==> config.mk <==
export PLATFORM = sky130hd
export DESIGN_NAME = life_controller
export DESIGN_NICKNAME = d
export VERILOG_FILES = /design/src/rtl/life_controller.sv
export SDC_FILE = /design/constraint.sdc
export NUM_CORES = 1
export LEC_CHECK = 0
export ABC_AREA = 1
export BUFFER_PORTS_ARGS = -buffer_cell sky130_fd_sc_hd__buf_4
export CAP_MARGIN = 5
export CORE_UTILIZATION = 56
export DETAILED_ROUTE_END_ITERATION = 7
export HOLD_SLACK_MARGIN = 0.06
export PLACE_DENSITY = 0.89
export SYNTH_ARGS = -nofsm -noshare
export SYNTH_HDL_FRONTEND = slang
export SYNTH_SLANG_ARGS = --single-unit
==> constraint.sdc <==
create_clock -name clk -period 4.3 [get_ports clk]
set_clock_uncertainty 0.2 [all_clocks]
set_input_delay 0.215 -clock clk [delete_from_list [all_inputs] [get_ports clk]]
set_output_delay 0.215 -clock clk [all_outputs]
set_load 0.05 [all_outputs]
==> src/rtl/life_controller.sv <==
// Generation sequencer for the Game of Life grid: it owns the lockstep gen_en pulse,
// provides run/edit/single-step modes, and drives the edit cursor and the paint strobe.
module life_controller #(
  parameter int unsigned N        = 8,
  parameter int unsigned CW       = 3,
  parameter int unsigned TICK_DIV = 25000000,
  parameter int unsigned GEN_W    = 16
) (
  input  logic             clk,
  input  logic             reset,
  input  logic             SW_pause,
  input  logic             SW_activate,
  input  logic [3:0]       KEY,
  output logic             gen_en,
  output logic             paint,
  output logic [N*N-1:0]   cell_sel,
  output logic [CW-1:0]    cursor_row,
  output logic [CW-1:0]    cursor_col,
  output logic [GEN_W-1:0] gen_count,
  output logic             running
);

  localparam int unsigned NC = N * N;
  localparam int unsigned IW = 2 * CW;
  localparam int unsigned PW = (TICK_DIV > 1) ? $clog2(TICK_DIV) : 1;
  localparam logic [PW-1:0] TERM = PW'(TICK_DIV - 1);

  typedef enum logic [1:0] {
    S_EDIT = 2'd0,
    S_STEP = 2'd1,
    S_RUN  = 2'd2
  } state_t;

  // Bit 1 = pause/run switch, bit 0 = activate switch
  logic [1:0]       sw_meta_q, sw_meta_d, sw_sync_q, sw_sync_d;
  logic [3:0]       key_meta_q, key_meta_d, key_sync_q, key_sync_d, key_prev_q, key_prev_d;
  state_t           state_q, state_d;
  logic [PW-1:0]    presc_q, presc_d;
  logic [CW-1:0]    row_q, row_d, col_q, col_d;
  logic [NC-1:0]    cell_sel_q, cell_sel_d;
  logic             gen_en_q, gen_en_d, paint_q, paint_d, running_q, running_d;
  logic [GEN_W-1:0] gen_count_q, gen_count_d;
  logic [3:0]       key_press;
  logic             pause_s, act_s;

  always_comb begin
    sw_meta_d   = {SW_pause, SW_activate};
    sw_sync_d   = sw_meta_q;
    key_meta_d  = KEY;
    key_sync_d  = key_meta_q;
    key_prev_d  = key_sync_q;
    state_d     = state_q;
    presc_d     = presc_q;
    row_d       = row_q;
    col_d       = col_q;
    gen_en_d    = 1'b0;
    paint_d     = 1'b0;
    pause_s     = sw_sync_q[1];
    act_s       = sw_sync_q[0];
    key_press   = key_prev_q & ~key_sync_q;

    case (state_q)
      S_EDIT: begin
        presc_d = '0;
        // Entering RUN wins over any key press sampled in the same cycle
        if (pause_s) begin
          state_d = S_RUN;
        end else if (act_s) begin
          if (key_press[0]) begin
            paint_d = 1'b1;
          end else if (key_press[1]) begin
            state_d  = S_STEP;
            gen_en_d = 1'b1;
          end
        end else begin
          if (key_press[3] && !key_press[2]) col_d = col_q - CW'(1);
          else if (key_press[2] && !key_press[3]) col_d = col_q + CW'(1);
          if (key_press[1] && !key_press[0]) row_d = row_q - CW'(1);
          else if (key_press[0] && !key_press[1]) row_d = row_q + CW'(1);
        end
      end
      S_STEP: state_d = S_EDIT;
      S_RUN: begin
        if (!pause_s) begin
          state_d = S_EDIT;
          presc_d = '0;
        end else if (presc_q == TERM) begin
          presc_d  = '0;
          gen_en_d = 1'b1;
        end else begin
          presc_d = presc_q + PW'(1);
        end
      end
      default: state_d = S_EDIT;
    endcase

    running_d   = (state_d == S_RUN);
    gen_count_d = gen_en_d ? gen_count_q + GEN_W'(1) : gen_count_q;
    // Row-major one-hot select; N is a power of two so row*N+col is a concatenation
    for (int unsigned i = 0; i < NC; i++) begin
      cell_sel_d[i] = (IW'(i) == {row_d, col_d});
    end
  end

  always_ff @(posedge clk or posedge reset) begin
    if (reset) begin
      sw_meta_q   <= '0;
      sw_sync_q   <= '0;
      key_meta_q  <= '1;
      key_sync_q  <= '1;
      key_prev_q  <= '1;
      state_q     <= S_EDIT;
      presc_q     <= '0;
      row_q       <= '0;
      col_q       <= '0;
      cell_sel_q  <= NC'(1);
      gen_en_q    <= 1'b0;
      paint_q     <= 1'b0;
      running_q   <= 1'b0;
      gen_count_q <= '0;
    end else begin
      sw_meta_q   <= sw_meta_d;
      sw_sync_q   <= sw_sync_d;
      key_meta_q  <= key_meta_d;
      key_sync_q  <= key_sync_d;
      key_prev_q  <= key_prev_d;
      state_q     <= state_d;
      presc_q     <= presc_d;
      row_q       <= row_d;
      col_q       <= col_d;
      cell_sel_q  <= cell_sel_d;
      gen_en_q    <= gen_en_d;
      paint_q     <= paint_d;
      running_q   <= running_d;
      gen_count_q <= gen_count_d;
    end
  end

  assign gen_en     = gen_en_q;
  assign paint      = paint_q;
  assign cell_sel   = cell_sel_q;
  assign cursor_row = row_q;
  assign cursor_col = col_q;
  assign gen_count  = gen_count_q;
  assign running    = running_q;

endmodule

# After elaboration in Yosys (flattened, before gate mapping)
# Index checks and enable logic that the tools add are counted.
classes:
  n_addsub: 6
  n_eq_ne: 66
  muxes: 30
  bitwise: 2
  reduce_logical: 11
ops:
  columns: ["op", "n"]
  rows:
  - ["6-bit equality test (first input constant)", 32]
  - ["5-bit by 6-bit equality test with 1-bit output (first input constant)", 16]
  - ["25-bit two-way mux", 2]
  - ["25-bit case mux with 2 select lines", 1]
  - ["4-bit by 6-bit equality test with 1-bit output (first input constant)", 8]
  - ["3-bit two-way mux", 10]
  - ["25-bit by 1-bit adder with 25-bit output (second input constant)", 1]
  - ["25-bit equality test (second input constant)", 1]
  - ["3-bit by 6-bit equality test with 1-bit output (first input constant)", 4]
  - ["16-bit by 1-bit adder with 16-bit output (second input constant)", 1]
  - ["2-bit by 6-bit equality test with 1-bit output (first input constant)", 2]
  - ["1-bit two-way mux", 10]
  - ["2-bit two-way mux", 5]
  - ["3-bit by 1-bit adder with 3-bit output (second input constant)", 2]
  - ["1-bit by 6-bit equality test with 1-bit output (first input constant)", 1]
  - ["6-bit zero test", 1]
  - ["3-bit by 1-bit subtractor with 3-bit output (second input constant)", 2]
  - ["4-bit bitwise AND", 1]
  - ["2-bit equality test (second input constant)", 2]
  - ["1-bit logical AND", 4]
  - ["1-bit zero test", 4]
  - ["4-bit NOT", 1]
  - ["2-bit case mux with 2 select lines", 1]
  - ["2-bit zero test", 1]
  - ["2 further kinds", 2]
word_totals:
  register_bits: 132
  in_bits: 8
  out_inout_bits: 89
  word_cells: 129

# Logic depth before layout (Yosys ltp)
logic_depth:
  ltp_word: 10
  ltp_mapped: 11
  depth_no_buf: 11

# Worst setup path before layout
# Ideal clock, no wire load.
synth_path:
  kind: "flip-flop to flip-flop"
  from: "register row_q[0] (netlist: cursor_row[0])"
  to: "register cell_sel_q[16] (netlist: cell_sel[16])"
  setup_time_ps: 118
  t_arrival_ps: 1795
  required_ps: 3982
  setup_slack_ps: 2187
  path_stages_with_launch: 11
  path_buffers: 1
  period_less_slack_ps: 2113
  path_cell_list: "dfrtp_1 > inv_1 > ha_1 > inv_1 > nand2_1 > nand3_1 > nand2_4 > clkinv_2 > nand3_4 > buf_6 > nor2_1"
synth_via:
  elab_chain_cells: 7
  word_cells_on_any_way: 8
  classes_between: "add/sub: 2; eq/ne: 1; mux: 5"
synth_lines:
  columns: ["item", "line", "source"]
  rows:
  - ["start, declared", "39", "logic [CW-1:0] row_q, row_d, col_q, col_d;"]
  - ["start signal, assigned", "129", "row_q <= row_d;"]
  - ["3-bit by 1-bit adder with 3-bit output", "79", "else if (key_press[0] && !key_press[1]) row_d = row_q + CW'(1);"]
  - ["3-bit two-way mux", "79", null]
  - ["3-bit two-way mux *", "78", "if (key_press[1] && !key_press[0]) row_d = row_q - CW'(1);"]
  - ["3-bit two-way mux *", "68", "end else if (act_s) begin"]
  - ["3-bit two-way mux *", "66", "if (pause_s) begin"]
  - ["3-bit two-way mux *", "62", "case (state_q)"]
  - ["net row_d[1]", "39", null]
  - ["5-bit by 6-bit equality test with 1-bit output *", "101", "cell_sel_d[i] = (IW'(i) == {row_d, col_d});"]
  - ["net cell_sel_d[16]", "40", "logic [NC-1:0] cell_sel_q, cell_sel_d;"]
  - ["end signal, assigned", "131", "cell_sel_q <= cell_sel_d;"]
  - ["end, declared", "40", null]
# The timed path passes the listed nets; every way through them passes the cells marked *.
# A chain may end at the register's enable or synchronous reset.

# Worst setup path in the final report
layout_path:
  from: "register state_q[0]"
  to: "register cell_sel_q[8] (netlist: cell_sel[8])"
layout_via:
  elab_chain_cells: 3
  word_cells_on_any_way: 4
  classes_between: "eq/ne: 1; mux: 2; reduce/logical: 1"
layout_lines:
  columns: ["item", "line", "source"]
  rows:
  - ["start, declared", "37", "state_t state_q, state_d;"]
  - ["start signal, assigned", "127", "state_q <= state_d;"]
  - ["2-bit zero test", "62", null]
  - ["3-bit two-way mux", "62", null]
  - ["net col_d[0]", "39", null]
  - ["4-bit by 6-bit equality test with 1-bit output", "101", null]
  - ["net cell_sel_d[8]", "40", null]
# The timed path passes the listed nets, and every way through them passes these cells.

==> run metrics <==
post-synth top area share=51.8%; ys flop type=dfrtp_1; Clock power frac=38.9%; IO buf count=96; drt pass-1 iters=5; TritonCTS Sinks=132; vias in the first global route=4628; critical path arrival=2900 ps; Setup crit start kind=flop; Root Buffer=clkbuf_8; synthesized cell area=5750 µm²; Post-DRT Antenna Nets=0; #FFs+latches synth=132; warnings from Yosys=0; Sw Ratio=37.1%; Pwr per Cell Area=532 nW/µm²; Max-Slew Margin vs Limit=41.7%; Slew @ Worst Pin=872 ps; sequential area share after synthesis=57.8%; Max Fclk=375 MHz; VDD IR-drop max=473 µV; Final setup viols=0; RSZ-0062 raised after global routing=false; XOR/XNOR Fraction of Synth Area=3.51%; # nets final=758; Diodes inserted=0; initial core utilization=58.3%; largest net degree at the start of global routing=69; CTS Buf Count=17; largest family of logic cells by synthesized area=simple AND/OR/NAND/NOR gates; Synth top cells by count=150 x nand2_1, 119 x dfrtp_1, 114 x nor2_1; Rows=36; clock-pin slew on the worst setup and hold paths=70 ps; ys async rst share=100%; antenna violations before repair=0; global-route usage over all layers=28.4%; initial drt markers=312; top cell type by total area after synthesis=dfrtp_1; critical path endpoint category=flop; Final Max Tran Viols=0; number of max-cap violations=0; Max Buffers Root-to-Sink=2; Flop pwr share=36.4%; status=finished clean; Area contributors post-synth=dfrtp_1 52%, nand2_1 9.8%, nor2_1 7.4%, dfstp_2 5.9%, nand3_1 5.1%; Netlist cell types=32; Die X=103 µm; Worst Hold End=key_meta_q[0]$_DFF_PP1_; first-pass GRT wire length=22.4 mm; total setup buffers inserted after CTS=0; post_cts resized=0; final WL=14.1 mm; adder-cell share of the synthesized area=1.31%; utilization after layout=73.5%; Core Area=9860 µm²; Worst Path Required=4540 ps; Hold Crit Depth=2; mux cell area share after synthesis=0%; area grow syn2layout=26.1%; Hold Crit Start=KEY[0]; R2R Path Start=state_q[0]$_DFF_PP0_; grt total ovfl=0; synthesized net count=647; Final Hold Vio Count=0; compound-cell area share of the yosys netlist=2.68%; CTS tree=yes; Logic pwr share=24.7%; final period utilization=61.9%; H-tree depth=4; cells after synthesis=633; final instance area=7250 µm²; RD Place Congestion=0.917; crit path kind=flop to flop; Vert. Die Dim=103 µm; reg2reg end=cell_sel[8]$_DFF_PP0_; path depth of the worst reg2reg path=9; WL per Instance=15.9 µm; DRC viols=0; Max FO, Critical Path=20; Int Pwr=2430 µW; worst hold path class=input port to flop; worst-skew pair later-pin latency=530 ps; ratio of cells with drive above 1 in the final layout=23.4%; vias per inst=5.35; Placed Area=6560 µm²; Psw=1430 µW; Avg Cell Area, Syn=9.08 µm²; DIE AREA=10700 µm²; total number of vias=4763; Tmin final=2660 ps; Post-Synth Simple-Gate Area=28.9%; DP Wirelength=9.12 mm; flop2flop setup slack=1640 ps; most frequent cell after synthesis=nand2_1; leak pwr=0.00368 µW; Setup TNS Final=0 ps; Top Ports=97; EDFF count, synth=0
## cells by family after synthesis
logic type	after synthesis
adders and majority gates	6
DFF	132
and+or+nand+nor	369
AOI/OAI and AO/OA	26
buffers and inverters	77
xor gates and xnor gates	23
## stage by stage
step                total power [µW]  cells  hold WS (ps)  worst slack [ps]
global placement                2310    851           124              1930
floorplan                       2090    633          19.5               380
finish                          3860    890           136              1640
CTS                             3860    890           129              1710
detailed placement              2340    851           125              1760
global route                    3980    890           127              1490
## cell type report
type | count | area (µm²)
Clock buffer | 17 | 414
Clock inverter | 15 | 209
Sequential cell | 132 | 3320
Fill cell | 619 | 2620
Timing Repair Buffer | 105 | 806
Tap cell | 133 | 166
Inverter | 64 | 245
Multi-Input combinational cell | 424 | 2090
## how the worst max path moves through the flow
stage / from / end / slack [ps] / depth (start not counted)
2_1_floorplan: reset / cell_sel[10]$_DFF_PP0_ / 380 / 1
3_3_place_gp: state_q[0]$_DFF_PP0_ / gen_count[9]$_DFFE_PP0P_ / 1930 / 7
3_5_place_dp: state_q[0]$_DFF_PP0_ / presc_q[8]$_DFFE_PP0P_ / 1760 / 5
4_1_cts: state_q[0]$_DFF_PP0_ / cell_sel[8]$_DFF_PP0_ / 1710 / 9
5_1_grt: state_q[0]$_DFF_PP0_ / presc_q[8]$_DFFE_PP0P_ / 1490 / 5
6_report: state_q[0]$_DFF_PP0_ / cell_sel[8]$_DFF_PP0_ / 1640 / 9
## flip-flops by register name (all words and copies together), names as in the netlist, 2 cells and up
signal,count
sw_sync_q,2
key_meta_q,4
sw_meta_q,2
key_prev_q,4
cursor_col,3
cursor_row,3
state_q,2
cell_sel,64
presc_q,25
key_prev_d,4
gen_count,16
## layer usage
metal / global-route usage [%] / share of wire (%) / vias to the layer above
met4: 14.4 / 3.5 / 0
li1: - / - / 2198
met5: 0 / 0 / -
met3: 7.53 / 6.9 / 48
met1: 34.7 / 39 / 2279
met2: 46.8 / 50 / 238
## what timing repair did
item	CTS	global route
setup endpoints to repair	0	0
hold endpoints to repair	72	0
hold buffers	7	0
## cells in the final DEF, fill, tap and decap left out, types with 3 or more instances in the layout
master / instances
o21ai_0: 11
nand3_4: 3
nand2_4: 7
nand2_2: 5
dfrtp_1: 119
clkbuf_16: 16
dfstp_2: 13
nand2_1: 150
clkinv_8: 3
nand3_1: 58
buf_4: 98
inv_8: 5
nor2_1: 114
inv_2: 3
inv_1: 58
nand4_1: 6
xor2_1: 17
dlygate4sd3_1: 7
nor2_2: 5
xnor2_1: 6
a21oi_1: 9
ha_1: 6
nor3_1: 15
inv_6: 4
## power by group through the flow
stage          Sequential, µW  Combinational (µW)  Clock [µW]
2_1_floorplan            1700                 388           0
3_3_place_gp             1420                 890           0
3_5_place_dp             1420                 916           0
4_1_cts                  1400                 951        1500
5_1_grt                  1410                1010        1560
6_report                 1410                 951        1500
## critical path: stages, from the launching register on
cell and delay [ps]:
dfrtp_1 640, inv_2 330, nand3_4 140, nor2_8 190
nand2_1 120, nand2_1 110, nand2_1 110, nor2_1 300
nand2_1 220, nor2_1 200
Note: power is estimated with default switching activity, not from simulation.
